**config.mk**
```make
export PLATFORM = sky130hd
export DESIGN_NAME = fp_result_queue
export DESIGN_NICKNAME = d
export VERILOG_FILES = /design/src/rtl/fp_result_queue.sv
export SDC_FILE = /design/constraint.sdc
export NUM_CORES = 1
export LEC_CHECK = 0
export ABC_AREA = 1
export BUFFER_PORTS_ARGS = -buffer_cell sky130_fd_sc_hd__buf_2
export CAP_MARGIN = 20
export CORE_MARGIN = 2
export CORE_UTILIZATION = 55
export DETAILED_ROUTE_END_ITERATION = 10
export HOLD_SLACK_MARGIN = 0.12
export PLACE_DENSITY = 0.76
export SYNTH_ARGS = -nofsm -noshare
export SYNTH_HDL_FRONTEND = slang
export SYNTH_SLANG_ARGS = --single-unit
```
**constraint.sdc**
```tcl
create_clock -name clk -period 2.2 [get_ports clk]
set_clock_uncertainty 0.05 [all_clocks]
set_input_delay 0.33 -clock clk [delete_from_list [all_inputs] [get_ports clk]]
set_output_delay 0.33 -clock clk [all_outputs]
set_load 0.05 [all_outputs]
```
**src/rtl/fp_result_queue.sv**
```systemverilog
// rtl/fp_result_queue.sv - in-order FP result/flags FIFO with sticky exception flags
module fp_result_queue #(
  parameter int DEPTH = 4,
  localparam int CNT_W = $clog2(DEPTH + 1)
) (
  input  logic             clk,
  input  logic             rst_n,
  input  logic             in_valid,
  output logic             in_ready,
  input  logic [31:0]      in_result,
  input  logic [4:0]       in_flags,
  output logic             out_valid,
  input  logic             out_ready,
  output logic [31:0]      out_result,
  output logic [4:0]       out_flags,
  output logic [4:0]       fflags,
  input  logic             fflags_clr,
  output logic [CNT_W-1:0] count
);

  localparam int PTR_W = $clog2(DEPTH);
  localparam int ENT_W = 37;

  logic [ENT_W-1:0] mem_q [DEPTH];
  logic [PTR_W-1:0] wr_ptr_q, rd_ptr_q;
  logic [CNT_W-1:0] count_q, count_d;
  logic [4:0]       fflags_q, fflags_d;
  logic             push, pop;

  // Full/empty come from the occupancy count only, so in_ready never sees out_ready.
  assign in_ready  = (count_q != CNT_W'(DEPTH));
  assign out_valid = (count_q != '0);
  assign push      = in_valid & in_ready;
  assign pop       = out_valid & out_ready;

  assign {out_result, out_flags} = mem_q[rd_ptr_q];
  assign count  = count_q;
  assign fflags = fflags_q;

  // Occupancy and sticky-flag next state; popped flags survive a same-cycle clear.
  always_comb begin
    count_d = count_q;
    if (push && !pop) begin
      count_d = count_q + CNT_W'(1);
    end else if (pop && !push) begin
      count_d = count_q - CNT_W'(1);
    end
    fflags_d = (fflags_clr ? 5'b0 : fflags_q) | (pop ? out_flags : 5'b0);
  end

  // Pointer, count and flag registers.
  always_ff @(posedge clk or negedge rst_n) begin
    if (!rst_n) begin
      wr_ptr_q <= '0;
      rd_ptr_q <= '0;
      count_q  <= '0;
      fflags_q <= '0;
    end else begin
      if (push) wr_ptr_q <= wr_ptr_q + PTR_W'(1);
      if (pop)  rd_ptr_q <= rd_ptr_q + PTR_W'(1);
      count_q  <= count_d;
      fflags_q <= fflags_d;
    end
  end

  // Entry storage, written only on push and cleared on reset.
  always_ff @(posedge clk or negedge rst_n) begin
    if (!rst_n) begin
      for (int i = 0; i < DEPTH; i++) begin
        mem_q[i] <= '0;
      end
    end else if (push) begin
      mem_q[wr_ptr_q] <= {in_result, in_flags};
    end
  end

endmodule

```
==> impl_results.md, run 1 <==
* Site row count at 43
* Worst Slack Setup Final at about 0.04 ns
* Crit path capture type: output port
* Drt wl/cell at roughly 19 um
* Rel. slew slack at 51.5%
* Syn avg cell area at 8.36 sq um
* Layout Nets at around 1,100
* Die area at around 15,000 sq um
* Gate Count Post-Synth at 941
* WL final at 22,400 um
* Maxcap violations at 0
* DP Area at 8390 sq um
* Synth Register Bits at between 150 and 200
* Synth warn at 0
* Vias in the first global route at 7,098
* Worst slack, placed at between 0.2 and 0.25 ns
* CTS max path bufs at 2
* Cell area after layout at 9190 sq um
* 1st-iter DRT viols at a little over 900
* Final hold violations at 0
* Yosys cell types at 25
* Root Driver: clkbuf_16
* CP Max Fanout at 45
* RePlAce Congestion at 0.825
* Core area at 13,900 sq um
* Largest net degree at the start of global routing at 153
* Detail Placement HPWL at 12,400 um
* Share of layout cells above drive strength 1 at 17.0%
* CP Launch Point: rd_ptr_q[0]
* Gr usage total at 30.6%
* N_diodes at 0
* Overall power at 17,900 uW
* Fin crit share at between 90% and 100%
* Initial Utilization at 56.5%
* Tmin final at 2.16 ns
* Cts bufs inserted at 17
* Die Wd at 124 um
* Drt drc at 0
* VDD IR-drop max at ~1.1 mV
* Die H at 124 um
* Gr ovfl total at 0
* CP arrival at 1.78 ns
* HP Class: in2reg
* Worst hold start: in_result[11]
* First-pass GRT wire length at 36,000 um
* Final Max Tran Viols at 0
* CTS H-tree lvls at 4
* Required time worst endpoint at 1.82 ns
* Synth Cell Area at between 7000 and 8000 sq um
* Io pins at 89
* Syn Nets at 989
* Worst skew pair latency at between 0.4 and 0.5 ns
* Pwr/cell area at 1940 nW/um^2
* Area delta synth->final at 16.8%
* Leakage at 0.00469 uW
* Antenna viol nets, final at 0
* Vias/cell at 6.09
* RSZ-0062 raised after global routing: yes
* Post-synthesis sequential area ratio at between 50% and 60%
* Most frequent cells in the layout: nand2_1 (336), dfrtp_1 (155), nand4_1 (148)
* Fill cells at 1,153
* Status: complete, no violations
* Initial antenna violation count at 0
* Crit Path Category: reg2out
* CTS tree: yes
* Commonest non-fill, non-tap cell in the layout: nand2_1
* Fmax at 0.463 GHz
* 1st-pass router iterations at 5
* CP startpoint kind: flop
* Final Setup Violations at 0
* Vias at 7,289
* Clock sinks at 160
* Port-buffer cells at 88
* R2R Path Start: count[0]
* Worst-path clk slew at 0.06 ns
* Actual slew at the worst max-slew pin at 0.727 ns
[power by group]
group | internal [uW] | switching [uW]
Clock | 1950 | 1180
Sequential | 4310 | 765
Combinational | 2850 | 6810
[path summary, 6_finish.rpt]
path / end / slack (ns) / cells past startpoint
worst max-delay path: out_result[10] / 0.04 / 5
worst min-delay path: mem_q[16] / 0.14 / 3
worst max register to register: count[2] / 0.22 / 10
worst min register to register: mem_q[105] / 0.41 / 2
max in group asynchronous: mem_q[61] / 1.03 / 3
min in group asynchronous: mem_q[3] / 0.38 / 2
[Yosys cell counts]
cell / instances / area [sq um]
nand2_1: 337 / 1260
dfrtp_1: 160 / 4000
nand4_1: 148 / 926
o21ai_0: 65 / 325
nor2_1: 64 / 240
buf_2: 42 / 210
o22ai_1: 32 / 200
buf_4: 16 / 120
nand3_1: 16 / 80.1
buf_6: 12 / 135
clkbuf_1: 11 / 41.3
inv_1: 9 / 33.8
and2_1: 5 / 31.3
ha_1: 5 / 62.6
nand3_4: 4 / 70.1
buf_1: 3 / 11.3
xor2_1: 3 / 26.3
xnor2_1: 2 / 17.5
a21oi_1: 1 / 5.00
clkinv_1: 1 / 3.75
fa_1: 1 / 20.0
inv_2: 1 / 3.75
nand2_2: 1 / 6.26
nand2_8: 1 / 20.0
nor2_4: 1 / 11.3
[timing repair]
item	4_1_cts	5_1_grt
endpoints found under the hold margin	55	0
gates resized for setup	9	39
buffers inserted	0	1
endpoints found under the setup margin	27	30
hold buffers	1	0
pin swaps	1	1
gates cloned	1	1
[flip-flops by register name, summed over array words and instances (netlist names)]
| signal | count |
|---|---|
| count | 3 |
| rd_ptr_q | 2 |
| fflags | 5 |
| wr_ptr_q | 2 |
| mem_q | 148 |
[metal layers]
layer	global-route usage, %	up-vias	share of wire [%]
li1	-	3348	-
met1	41.8	3565	42
met2	49.1	336	49
met3	7.10	40	7.9
met4	9.23	0	1.7
met5	0	-	0
[worst max-delay path, cell delays in order, from the launching register on]
cell and delay (ns):
dfrtp_2 0.43, inv_2 0.10, buf_12 0.24, o21ai_0 0.12, o22ai_1 0.20, buf_4 0.24
[metrics by stage]
stage | instances | hold slack (ns) | utilization [%] | TNS (ns)
finish | 1196 | 0.142 | 66.0 | 0
global route | 1196 | 0.139 | 66.0 | -0.0661
CTS | 1194 | 0.127 | 65.2 | 0
detailed placement | 1161 | 0.292 | 60.2 | 0
global placement | 1161 | 0.293 | 60.2 | 0
floorplan | 941 | -0.0156 | - | -0.00103
[cell families (layout without fill, tap and decap cells)]
family                   after synthesis  after routing  synth area share [%]
AO/OA/AOI/OAI                         98             98                  6.74
buffers and inverters                 95            170                  7.11
XOR/XNOR                               5              5                 0.557
adder cells (fa/ha/maj)                6              6                  1.05
AND/OR/NAND/NOR                      577            577                  33.7
flip-flops                           160            160                  50.9
[area by class of cell]
cell class              count  area, sq um  area share (%)
multi-input cells         686         3320            36.1
inverters                  11         45.0           0.490
repair buffers            128          970            10.5
well taps                 180          225            2.45
clock inverters            10          160            1.74
clock buffers              21          460            5.01
flip-flops and latches    160         4010            43.6
Note: power is estimated with default switching activity, not from simulation.
==> inputs of run 2 (changes only) <==
- ABC_AREA: 1 -> default
==> impl_results.md, run 2 <==
* Most frequent cells in the layout: dfrtp_1 (155), mux2_4 (120), buf_2 (50) (was nand2_1 (336), dfrtp_1 (155), nand4_1 (148))
* 1st-pass router iterations at 4 (was 5)
* Post-synthesis mux area share at 38.8% (was 0%)
* Fin crit share at 100% (was 98.1%)
* WL final at 15,400 um (was 22,400 um)
* Violated checks: setup timing
* Maxcap violations at 0 (unchanged)
* Synth warn at 0 (unchanged)
* Share of the synthesized area in the top cell type at 52.5% (was 50.9%)
* Worst skew pair latency at 0.42 ns (was 0.43 ns)
* Share of layout cells above drive strength 1 at 64.2% (was 17.0%)
* Required time worst endpoint at 1.82 ns (about the same)
* Initial antenna violation count at 0 (unchanged)
* Initial Utilization at 55.6% (was 56.5%)
* Final Setup Violations at 3 (was 0)
* Simple-gate share of the synthesized area at 1.13% (was 33.7%)
* Post-synthesis adder-cell area fraction at 1.08% (was 1.05%)
* Yosys cell types at 23 (was 25)
* CP arrival at 1.83 ns (was 1.78 ns)
* Die H at 122 um (was 124 um)
* Die Wd at 122 um (was 124 um)
* Largest net degree at the start of global routing at 56 (was 153)
* Syn Nets at 453 (was 989)
* Antenna viol nets, final at 0 (unchanged)
* DP Area at 8080 sq um (was 8390 sq um)
* Tmin final at 2.21 ns (was 2.16 ns)
* Gr usage total at 22.7% (was 30.6%)
* Vias/cell at 5.62 (was 6.09)
* Io pins at 89 (unchanged)
* Number of flops mapped to enable cells by yosys at 0 (unchanged)
* Synth top area cells: dfrtp_1 (52%), mux2_4 (24%), mux4_2 (11%) (was dfrtp_1 (51%), nand2_1 (16%), nand4_1 (12%))
* Crit path capture type: output port (unchanged)
* Clock sinks at 160 (unchanged)
* Setup TNS at -0.0162 ns (was 0 ns)
* Largest family of logic cells by synthesized area: multiplexers (was simple AND/OR/NAND/NOR gates)
* Fill cells at 902 (was 1,153)
* RePlAce Congestion at 0.698 (was 0.825)
* Vias at 3,987 (was 7,289)
* Final Max Tran Viols at 0 (unchanged)
* Drt wl/cell at 21.7 um (was 18.7 um)
* Worst-path cell chain: buf_6, buf_12, mux4_2, buf_6 (was inv_2, buf_12, o21ai_0, o22ai_1, buf_4)
* Detail Placement HPWL at 8750 um (was 12,400 um)
* Layout Nets at 565 (was 1,052)
* Actual slew at the worst max-slew pin at 0.794 ns (was 0.727 ns)
* Synth Register Bits at 160 (unchanged)
* Gate Count Post-Synth at 405 (was 941)
* HP Class: in2reg (unchanged)
* CP Max Fanout at 5 (was 45)
* FFs w/ async S/R, synth at 100% (unchanged)
* Port-buffer cells at 88 (unchanged)
* Worst-path clk slew at 0.06 ns (about the same)
* Synth Area in Compound Gates at 0.722% (was 6.74%)
* N_diodes at 0 (unchanged)
* Hold slack final at 0.141 ns (was 0.142 ns)
* Cts bufs inserted at 17 (unchanged)
* 1st-iter DRT viols at 177 (was 906)
* Most instantiated library cell after synthesis: dfrtp_1 (was nand2_1)
* Cell area after layout at 9190 sq um (about the same)
* Syn avg cell area at 18.8 sq um (was 8.36 sq um)
* Synth Cell Area at 7630 sq um (was 7870 sq um)
* Vias in the first global route at 4,461 (was 7,098)
* CTS H-tree lvls at 4 (unchanged)
* Core area at 13,700 sq um (was 13,900 sq um)
* Main synth FF type: dfrtp_1 (unchanged)
* Largest register FFs at 148 (unchanged)
* Drt drc at 0 (unchanged)
* RSZ-0062 raised after global routing: yes (unchanged)
* CTS max path bufs at 2 (unchanged)
* Gr ovfl total at 0 (unchanged)
* Site row count at 43 (unchanged)
* Worst Slack Setup Final at -0.0104 ns (was 0.0411 ns)
* Slowest CP cell: mux4_2 (was dfrtp_2)
* Root Driver: clkbuf_16 (unchanged)
* Die area at 14,800 sq um (was 15,300 sq um)
* First-pass GRT wire length at 25,000 um (was 36,000 um)
* Xor/xnor share of the synthesized area at 0.689% (was 0.556%)
* Synth cell count leaders: dfrtp_1 (160), mux2_4 (120), mux4_2 (37) (was nand2_1 (337), dfrtp_1 (160), nand4_1 (148))
* Commonest non-fill, non-tap cell in the layout: dfrtp_1 (was nand2_1)
* CTS tree: yes (unchanged)
* Fmax at 0.452 GHz (was 0.463 GHz)
* Final hold violations at 0 (unchanged)
* Cell mode on critical path: buf_6
* Top reg by flops: mem_q (unchanged)
* Top cell type by total area after synthesis: dfrtp_1 (unchanged)
* Area delta synth->final at 20.5% (was 16.8%)
* Rel. slew slack at 47.0% (was 51.5%)
* Worst path max stage delay at 0.55 ns (was 0.43 ns)
* Crit Path Category: reg2out (unchanged)
* Post-synthesis sequential area ratio at 52.5% (was 50.9%)
* Status: complete, but fails checks (was complete, no violations)
* CP startpoint kind: flop (unchanged)
## run 2: changes by cell type in the layout (fill, tap and decap cells not counted), moves of 7 or more
cell / delta
buf_2: -7
buf_4: -37
buf_6: +34
clkbuf_4: -14
dlygate4sd3_1: +9
mux2_2: +29
mux2_4: +120
mux4_2: +37
nand2_1: -336
nand3_1: -14
nand4_1: -148
nor2_1: -63
o21ai_0: -63
o22ai_1: -30
## run 2: final timing paths
path                               startpoint      endpoint  slack (ns)  cells past startpoint
worst max register to register       count[2]      count[2]        0.07                      8
max in group asynchronous               rst_n     mem_q[49]        1.03                      3
min in group asynchronous               rst_n    mem_q[125]        0.38                      2
worst min register to register      fflags[4]     fflags[4]        0.44                      1
worst min-delay path            in_result[19]    mem_q[135]        0.14                      2
worst max-delay path              rd_ptr_q[0]  out_flags[2]       -0.01                      4
## run 2: timing repair
item | CTS | global route
hold buffers | 10 | 0
hold endpoints to repair | 70 | 0
setup buffers | 10 | 2
pin swaps | 0 | 1
cloned | 5 | 0
gates resized for setup | 83 | 5
endpoints found under the setup margin | 31 | 37
## run 2: cell type report
type / instances / area (sq um) / share of cell area, %
Timing Repair Buffer: 119 / 1120 / 12.2
Tap cell: 180 / 225 / 2.45
Sequential cell: 160 / 4010 / 43.6
Multi-Input combinational cell: 215 / 3260 / 35.5
Clock inverter: 11 / 88.8 / 0.967
Inverter: 4 / 15.0 / 0.163
Clock buffer: 21 / 470 / 5.12
## run 2: stage by stage
step                      utilization [%]  setup WS (ns)  std cells
after floorplan                         -        -0.0868        405
after global placement               58.9          0.128        655
after detailed placement             58.9         0.0268        655
after CTS                            67.3        -0.0804        711
after global routing                 67.0        -0.0643        710
final                                67.0        -0.0104        710
## run 2: worst max-delay path: cells and delay by family (launching register included)
| kind | cells | cell delay, ns |
|---|---|---|
| flip-flops | 1 | 0.40 |
| buffers and inverters | 3 | 0.45 |
| multiplexers | 1 | 0.55 |
## run 2: logic make-up (layout without fill, tap and decap cells)
| logic type | after synthesis | after routing |
|---|---|---|
| simple gates | 11 | 11 |
| flops | 160 | 160 |
| fa+ha+maj | 6 | 6 |
| buf+inv | 30 | 155 |
| mux | 186 | 186 |
| compound gates | 6 | 6 |
| xor+xnor | 6 | 6 |
## run 2: per-layer routing
layer	vias to the layer above	part of all wire, %	routed length [um]	global-route usage, %
met5	-	0	0	0
met4	0	1.4	214	8.05
met3	16	3.2	490	4.87
met2	86	49	7550	35.5
met1	2164	46	7130	31.8
li1	1721	-	-	-
Power of run 2 is not shown: default switching activity piles up to over one toggle a cycle in this logic, so the estimate is an artifact.
